==> config.mk <==
export PLATFORM = sky130hd
export DESIGN_NAME = erm16_io_port
export DESIGN_NICKNAME = d
export VERILOG_FILES = /design/src/rtl/erm16_io_port.sv
export SDC_FILE = /design/constraint.sdc
export NUM_CORES = 1
export LEC_CHECK = 0
export ABC_CLOCK_PERIOD_IN_PS = 3610
export CAP_MARGIN = 20
export CORE_MARGIN = 4
export CORE_UTILIZATION = 50
export CTS_CLUSTER_SIZE = 40
export DETAILED_ROUTE_END_ITERATION = 7
export GPL_ROUTABILITY_DRIVEN = 0
export PLACE_DENSITY = 0.69
export SETUP_SLACK_MARGIN = 0.05
export SKIP_LAST_GASP = 1
export SLEW_MARGIN = 0
export SYNTH_ARGS = -nofsm -noshare
export SYNTH_HDL_FRONTEND = slang
export SYNTH_SLANG_ARGS = --single-unit
==> constraint.sdc <==
create_clock -name clk -period 3.61 [get_ports clk]
set_input_delay 0.722 -clock clk [delete_from_list [all_inputs] [get_ports clk]]
set_output_delay 0.722 -clock clk [all_outputs]
set_load 0.01 [all_outputs]
==> src/rtl/erm16_io_port.sv <==
// ERM16 memory-mapped I/O port: decodes core bus strobes into a TX FIFO,
// an RX FIFO, status/level/interrupt-enable registers and a level interrupt.
module erm16_io_port #(
    parameter int DEPTH = 8
) (
    input  logic        clk,
    input  logic        rst,
    input  logic [15:0] addr,
    input  logic [15:0] wdata,
    input  logic        wrmem,
    input  logic        ioe,
    output logic [15:0] rdata,
    output logic [15:0] tx_data,
    output logic        tx_valid,
    input  logic        tx_ready,
    input  logic [15:0] rx_data,
    input  logic        rx_valid,
    output logic        rx_ready,
    output logic        irq
);

    localparam int AW = $clog2(DEPTH);
    localparam int CW = AW + 1;

    // Handshakes: a word moves on every rising clk edge where valid & ready
    // are both high; valid never depends on ready, and both drop during rst.

    logic          ioe_d_q, ioe_d_d;
    logic [15:0]   rdata_q, rdata_d;
    logic          irq_q, irq_d;
    logic [1:0]    ie_q, ie_d;
    logic          tx_ovf_q, tx_ovf_d;
    logic          rx_unf_q, rx_unf_d;

    logic [AW-1:0] tx_wp_q, tx_wp_d, tx_rp_q, tx_rp_d;
    logic [CW-1:0] tx_cnt_q, tx_cnt_d;
    logic [AW-1:0] rx_wp_q, rx_wp_d, rx_rp_q, rx_rp_d;
    logic [CW-1:0] rx_cnt_q, rx_cnt_d;
    logic [15:0]   tx_mem_q [DEPTH];
    logic [15:0]   tx_mem_d [DEPTH];
    logic [15:0]   rx_mem_q [DEPTH];
    logic [15:0]   rx_mem_d [DEPTH];

    logic          stb;
    logic          tx_empty, tx_full, rx_empty, rx_full;
    logic          tx_push, tx_pop, rx_push, rx_pop;
    logic          wr_data, rd_data, wr_status, wr_ie;
    logic [15:0]   status_val, level_val;
    logic          unused_ok;

    assign unused_ok = ^addr[15:2];

    assign tx_empty = (tx_cnt_q == '0);
    assign tx_full  = (tx_cnt_q == CW'(DEPTH));
    assign rx_empty = (rx_cnt_q == '0);
    assign rx_full  = (rx_cnt_q == CW'(DEPTH));

    assign tx_data  = tx_mem_q[tx_rp_q];
    assign tx_valid = ~rst & ~tx_empty;
    assign rx_ready = ~rst & ~rx_full;
    assign rdata    = rdata_q;
    assign irq      = irq_q;

    assign status_val = {10'b0, rx_unf_q, tx_ovf_q, rx_full, rx_empty, tx_full, tx_empty};
    assign level_val  = {8'(tx_cnt_q), 8'(rx_cnt_q)};

    always_comb begin
        ioe_d_d   = ioe;
        stb       = ioe & ~ioe_d_q;
        wr_data   = stb & wrmem & (addr[1:0] == 2'd0);
        rd_data   = stb & ~wrmem & (addr[1:0] == 2'd0);
        wr_status = stb & wrmem & (addr[1:0] == 2'd1);
        wr_ie     = stb & wrmem & (addr[1:0] == 2'd3);

        // A pop frees the slot in the same cycle, so a push into a full FIFO is legal then.
        tx_pop  = tx_valid & tx_ready;
        tx_push = wr_data & (~tx_full | tx_pop);
        rx_push = rx_valid & rx_ready;
        rx_pop  = rd_data & ~rx_empty;

        tx_mem_d = tx_mem_q;
        tx_wp_d  = tx_wp_q;
        tx_rp_d  = tx_rp_q;
        tx_cnt_d = tx_cnt_q;
        if (tx_push) begin
            tx_mem_d[tx_wp_q] = wdata;
            tx_wp_d = tx_wp_q + AW'(1);
        end
        if (tx_pop) begin
            tx_rp_d = tx_rp_q + AW'(1);
        end
        if (tx_push & ~tx_pop) begin
            tx_cnt_d = tx_cnt_q + CW'(1);
        end else if (tx_pop & ~tx_push) begin
            tx_cnt_d = tx_cnt_q - CW'(1);
        end

        rx_mem_d = rx_mem_q;
        rx_wp_d  = rx_wp_q;
        rx_rp_d  = rx_rp_q;
        rx_cnt_d = rx_cnt_q;
        if (rx_push) begin
            rx_mem_d[rx_wp_q] = rx_data;
            rx_wp_d = rx_wp_q + AW'(1);
        end
        if (rx_pop) begin
            rx_rp_d = rx_rp_q + AW'(1);
        end
        if (rx_push & ~rx_pop) begin
            rx_cnt_d = rx_cnt_q + CW'(1);
        end else if (rx_pop & ~rx_push) begin
            rx_cnt_d = rx_cnt_q - CW'(1);
        end

        // Sticky flags: a same-cycle set overrides the write-1-to-clear.
        tx_ovf_d = (wr_data & tx_full & ~tx_pop)
                 | (tx_ovf_q & ~(wr_status & wdata[4]));
        rx_unf_d = (rd_data & rx_empty)
                 | (rx_unf_q & ~(wr_status & wdata[5]));

        ie_d = wr_ie ? wdata[1:0] : ie_q;

        rdata_d = rdata_q;
        if (stb & ~wrmem) begin
            case (addr[1:0])
                2'd0:    rdata_d = rx_empty ? 16'h0000 : rx_mem_q[rx_rp_q];
                2'd1:    rdata_d = status_val;
                2'd2:    rdata_d = level_val;
                default: rdata_d = {14'b0, ie_q};
            endcase
        end

        irq_d = (ie_d[0] & (rx_cnt_d != '0)) | (ie_d[1] & (tx_cnt_d == '0));
    end

    always_ff @(posedge clk) begin
        if (rst) begin
            ioe_d_q  <= 1'b0;
            rdata_q  <= 16'h0000;
            irq_q    <= 1'b0;
            ie_q     <= 2'b00;
            tx_ovf_q <= 1'b0;
            rx_unf_q <= 1'b0;
            tx_wp_q  <= '0;
            tx_rp_q  <= '0;
            tx_cnt_q <= '0;
            rx_wp_q  <= '0;
            rx_rp_q  <= '0;
            rx_cnt_q <= '0;
        end else begin
            ioe_d_q  <= ioe_d_d;
            rdata_q  <= rdata_d;
            irq_q    <= irq_d;
            ie_q     <= ie_d;
            tx_ovf_q <= tx_ovf_d;
            rx_unf_q <= rx_unf_d;
            tx_wp_q  <= tx_wp_d;
            tx_rp_q  <= tx_rp_d;
            tx_cnt_q <= tx_cnt_d;
            rx_wp_q  <= rx_wp_d;
            rx_rp_q  <= rx_rp_d;
            rx_cnt_q <= rx_cnt_d;
        end
    end

    // Storage needs no reset: entries are only visible through valid counts.
    always_ff @(posedge clk) begin
        tx_mem_q <= tx_mem_d;
        rx_mem_q <= rx_mem_d;
    end

endmodule

# Word level (Yosys, flattened, before mapping)
# Index checks and enable logic that the tools add are counted.
# classes
add_sub_neg,8
n_lt_le_gt_ge,6
n_eq_ne,5
mux,19
bitwise_logic,47
reduce_logical,7
# ops
cell,n
128-bit bitwise mux,2
16-bit two-way mux,7
16-bit binary-select mux with 3-bit select,2
16-bit demux with 3-bit select,2
16-bit case mux with 3 select lines,1
1-bit AND,26
4-bit >= comparator (second input constant),4
4-bit two-way mux,4
3-bit inverter with 4-bit output,4
1-bit inverter,13
3-bit by 1-bit adder with 3-bit output (second input constant),4
4-bit logical NOT,3
4-bit by 1-bit adder with 4-bit output (second input constant),2
4-bit == test (second input constant),2
4-bit by 1-bit < comparator with 1-bit output (second input constant),2
4-bit by 1-bit subtractor with 4-bit output (second input constant),2
2-bit == test (second input constant),2
1-bit bitwise OR,4
4-bit nonzero test,1
2-bit by 1-bit == test with 1-bit output (second input constant),1
1-bit logical AND,2
2-bit logical NOT,1
2-bit two-way mux,1
# word_totals
ff_bits,298

# Logic depth before layout (Yosys ltp)
# depth
ltp_word,13
mapped_depth,9
mapped_depth_nobuf,8

# Least setup slack after synthesis
# OpenSTA, ideal clock, no wires.
# synth_path
path_kind,input port to flip-flop
startpoint,input rst
endpoint,register rx_mem_q[112] (netlist name) (enable)
setup_ps,430
arrival_ps,2976
slack_ps,204
path_stages,5
n_path_buf,2
cell_sequence,clkbuf_1 > nor2b_1 > nand2b_1 > clkbuf_1 > nor4_1
# synth_via
elab_chain_cells,3
# synth_lines
element,line,rtl
from (decl),7,"input logic rst,"
1-bit inverter,60,assign rx_ready = ~rst & ~rx_full;
1-bit AND,60,
1-bit AND,78,rx_push = rx_valid & rx_ready;
to (signal assigned),169,rx_mem_q <= rx_mem_d;
to (decl),41,logic [15:0] rx_mem_q [DEPTH];
# No other way between the ends.
# A chain may end at the register's enable or synchronous reset.

# Worst setup path in the final report
# layout_path
startpoint,register tx_rp_q[0]
endpoint,output tx_data[2]
# layout_via
elab_chain_cells,4
# layout_lines
element,line,rtl
from (decl),35,"logic [AW-1:0] tx_wp_q, tx_wp_d, tx_rp_q, tx_rp_d;"
from (signal assigned),158,tx_rp_q <= tx_rp_d;
3-bit inverter with 4-bit output (not written as such),58,assign tx_data = tx_mem_q[tx_rp_q];
16-bit binary-select mux with 3-bit select,58,
16-bit two-way mux (not written as such) (2 in a row),58,
to (decl),13,"output logic [15:0] tx_data,"
# No other way between the ends. The select of a mux whose other input is x is not followed.

==> qor.json <==
{
  "outcome": "complete, no violations",
  "clk_slew_on_worst_s_h_paths_ns": 0.06,
  "cap_viol_max_count": 0,
  "num-nets-final": 846,
  "antenna_cells": 0,
  "type_of_destination_of_the_critical_path": "primary output",
  "fp.dieArea_mm2": 0.02630,
  "num_io_pins": 89,
  "synth-seq-cells": 298,
  "finalMaxSlewViolations": 0,
  "hold_path_class": "reg -> reg",
  "startpoint_type": "flop",
  "synthDominantCellAreaShare_pct": 64.68,
  "final_util_pct": 60.86,
  "worst_slew_margin_rel_pct": 43.51,
  "synth_area_mm2": 0.01189,
  "core.rowCount": 56,
  "layout-drive-gt1-share_pct": 22.21,
  "via_count": 6376,
  "vias_per_cell": 5.668,
  "clock-root-buffer": "sky130_fd_sc_hd__clkbuf_16",
  "cell_area_reported_after_detailed_placement_mm2": 0.01326,
  "worstMarginPinSlew_ns": 0.8461,
  "power.density_cell_area_mw_per_mm2": 506.0,
  "place.detailed.hpwl_um": 15280,
  "synthDistinctLibCells": 50,
  "synthFlopType": "sky130_fd_sc_hd__edfxtp_1",
  "violation_count_after_the_first_detailed_routing_iteration": 555,
  "count_leader_synth": "sky130_fd_sc_hd__edfxtp_1",
  "wire_per_inst_um": 20.93,
  "async_set_reset_flop_share_out_of_synthesis_pct": 0,
  "synthesis.nets": 737,
  "synth_top_cell_by_area": "sky130_fd_sc_hd__edfxtp_1",
  "synthToLayoutAreaGrowth_pct": 19.84,
  "grt_start_max_net_pins": 33,
  "period_needed_ns": 3.256,
  "ranking_of_synthesized_cells_by_area": "sky130_fd_sc_hd__edfxtp_1 65%, sky130_fd_sc_hd__mux4_2 12%, sky130_fd_sc_hd__dfxtp_1 7.1%",
  "rsz0062_at_grt": "no",
  "cts.hold.buffers_added": 0,
  "tritoncts.num_buffers": 30,
  "total_power_mw": 7.207,
  "cts_sink_cnt": 298,
  "clock-skew-final_ns": 0.01089,
  "placement.io_buffers": 74,
  "post_synth_inst_count": 675,
  "f_max_ghz": 0.3071,
  "drc_errors": 0,
  "yosysWarningCount": 0,
  "timing.critical_path.required_ns": 2.89,
  "timing.critical_path.slowest_stage_cell": "sky130_fd_sc_hd__mux4_2",
  "cts_setup_buffers": 0,
  "grt_antenna_before_repair": 0,
  "max-vdd-ir-drop_mv": 0.4382,
  "cts_resized": 0,
  "synth_edf_count": 256,
  "clockBufferDepth": 3,
  "power_leakage_nw": 4.517,
  "overflow": 0,
  "coreArea_mm2": 0.02340,
  "synth_seq_area_share_pct": 71.75,
  "grt_first_pass_wirelength_um": 37890,
  "die_h_um": 162.2,
  "slowest_delay_ns": 0.56,
  "timing.final.crit_share_pct": 90.20,
  "cts_tree": "built",
  "synth_area_per_cell_um2": 17.61,
  "detail-route-antenna-nets": 0,
  "vias_in_the_first_global_route": 6815,
  "tns_ns": 0,
  "setup_viol": 0,
  "grtUsageTotal_pct": 18.45,
  "timing.final.hold_violations": 0,
  "worst_ep_arrival_time_ns": 2.53,
  "dieWidth_um": 162.2,
  "synthTopCellsByCount": "256 x sky130_fd_sc_hd__edfxtp_1, 65 x sky130_fd_sc_hd__nor2_1, 64 x sky130_fd_sc_hd__mux4_2",
  "htree_num_levels": 1,
  "drt_pass1_iterations": 7,
  "fin_area_mm2": 0.01424,
  "crit_path_cell_trace": "buf_4, mux4_2, mux2_2, clkdlybuf4s50_1",
  "drt_wl_total_um": 23550,
  "crit_path_category": "reg -> out",
  "clkLatencyLatePin_ns": 0.54,
  "timing.critical_path.fanout_max": 18,
  "start_util_pct": 50.79
}
[cell families after synthesis]
| family | after synthesis | synth area share (%) |
|---|---|---|
| flops | 298 | 71.75 |
| compound gates | 59 | 3.285 |
| buf+inv | 42 | 1.527 |
| fa+ha+maj | 8 | 0.8422 |
| mux | 101 | 15.42 |
| xor+xnor | 11 | 0.8738 |
| simple gates | 156 | 6.295 |
[layout make-up]
| class | count | area, µm² |
|---|---|---|
| sequential | 298 | 8531 |
| fill | 1710 | 9159 |
| tap | 319 | 399.1 |
| clock inverter | 18 | 193.9 |
| clock buffer | 36 | 794.5 |
| multi-input combinational | 335 | 3212 |
| timing repair buffer | 113 | 1091 |
| inverter | 6 | 22.52 |
[where the power goes]
part	internal [mW]	switching [mW]
logic	0.157	0.182
registers	3.77	0.0275
clock network	1.84	1.22
[final timing paths]
kind	startpoint	end	slack (ns)	cells past startpoint
worst max-delay path	tx_rp_q[0]$_SDFFE_PP0P_	tx_data[2]	0.35	4
worst min-delay path	rdata[0]$_SDFFE_PP0P_	rdata[0]$_SDFFE_PP0P_	0.47	2
worst max register to register	tx_cnt_q[1]$_SDFF_PP0_	tx_mem_q[76]$_DFFE_PP_	0.94	8
worst min register to register	rdata[0]$_SDFFE_PP0P_	rdata[0]$_SDFFE_PP0P_	0.47	2
[state kept, by name (all words and copies together), names as in the netlist]
register / flops
irq: 1
tx_cnt_q: 4
rx_rp_q: 3
rdata: 16
rx_unf_q: 1
tx_wp_q: 3
ioe_d_q: 1
rx_wp_q: 3
rx_mem_q: 128
rx_cnt_q: 4
tx_rp_q: 3
tx_mem_q: 128
ie_q: 2
tx_ovf_q: 1
[layout by cell type, fill, tap and decap left out, drive strengths merged, types with 8 or more instances in the layout]
cell           instances
mux2                  17
o211ai                 8
buf                   40
clkbuf                36
nor3                  14
clkdlybuf4s50         73
a211oi                 8
mux4                  64
a21oi                 19
dfxtp                 42
o21ai                  8
ha                     8
nor2                  66
mux2i                 20
nand2                 29
edfxtp               256
clkinv                10
nand2b                13
[metal layers]
layer	wire [µm]	up-vias	track usage, %
li1	-	2893	-
met1	9519	3242	23.73
met2	12390	187	32.97
met3	914	54	2.512
met4	725	0	5.536
met5	0	-	0
[critical path: cells and delay by family (launching register included)]
kind / cells / cell delay [ns]
multiplexers: 2 / 0.84
flip-flops: 1 / 0.32
buffers and inverters: 2 / 0.82
[per-stage QoR]
step,std cells,hold slack [ns],setup slack (ns)
after CTS,1125,0.4667,0.3041
after global placement,1071,0.4510,0.4436
final,1125,0.4669,0.3538
after global routing,1125,0.4872,0.2361
after floorplan,675,0.4535,0.2040
after detailed placement,1071,0.4494,0.3572
Power figures use the tool's default switching activity.
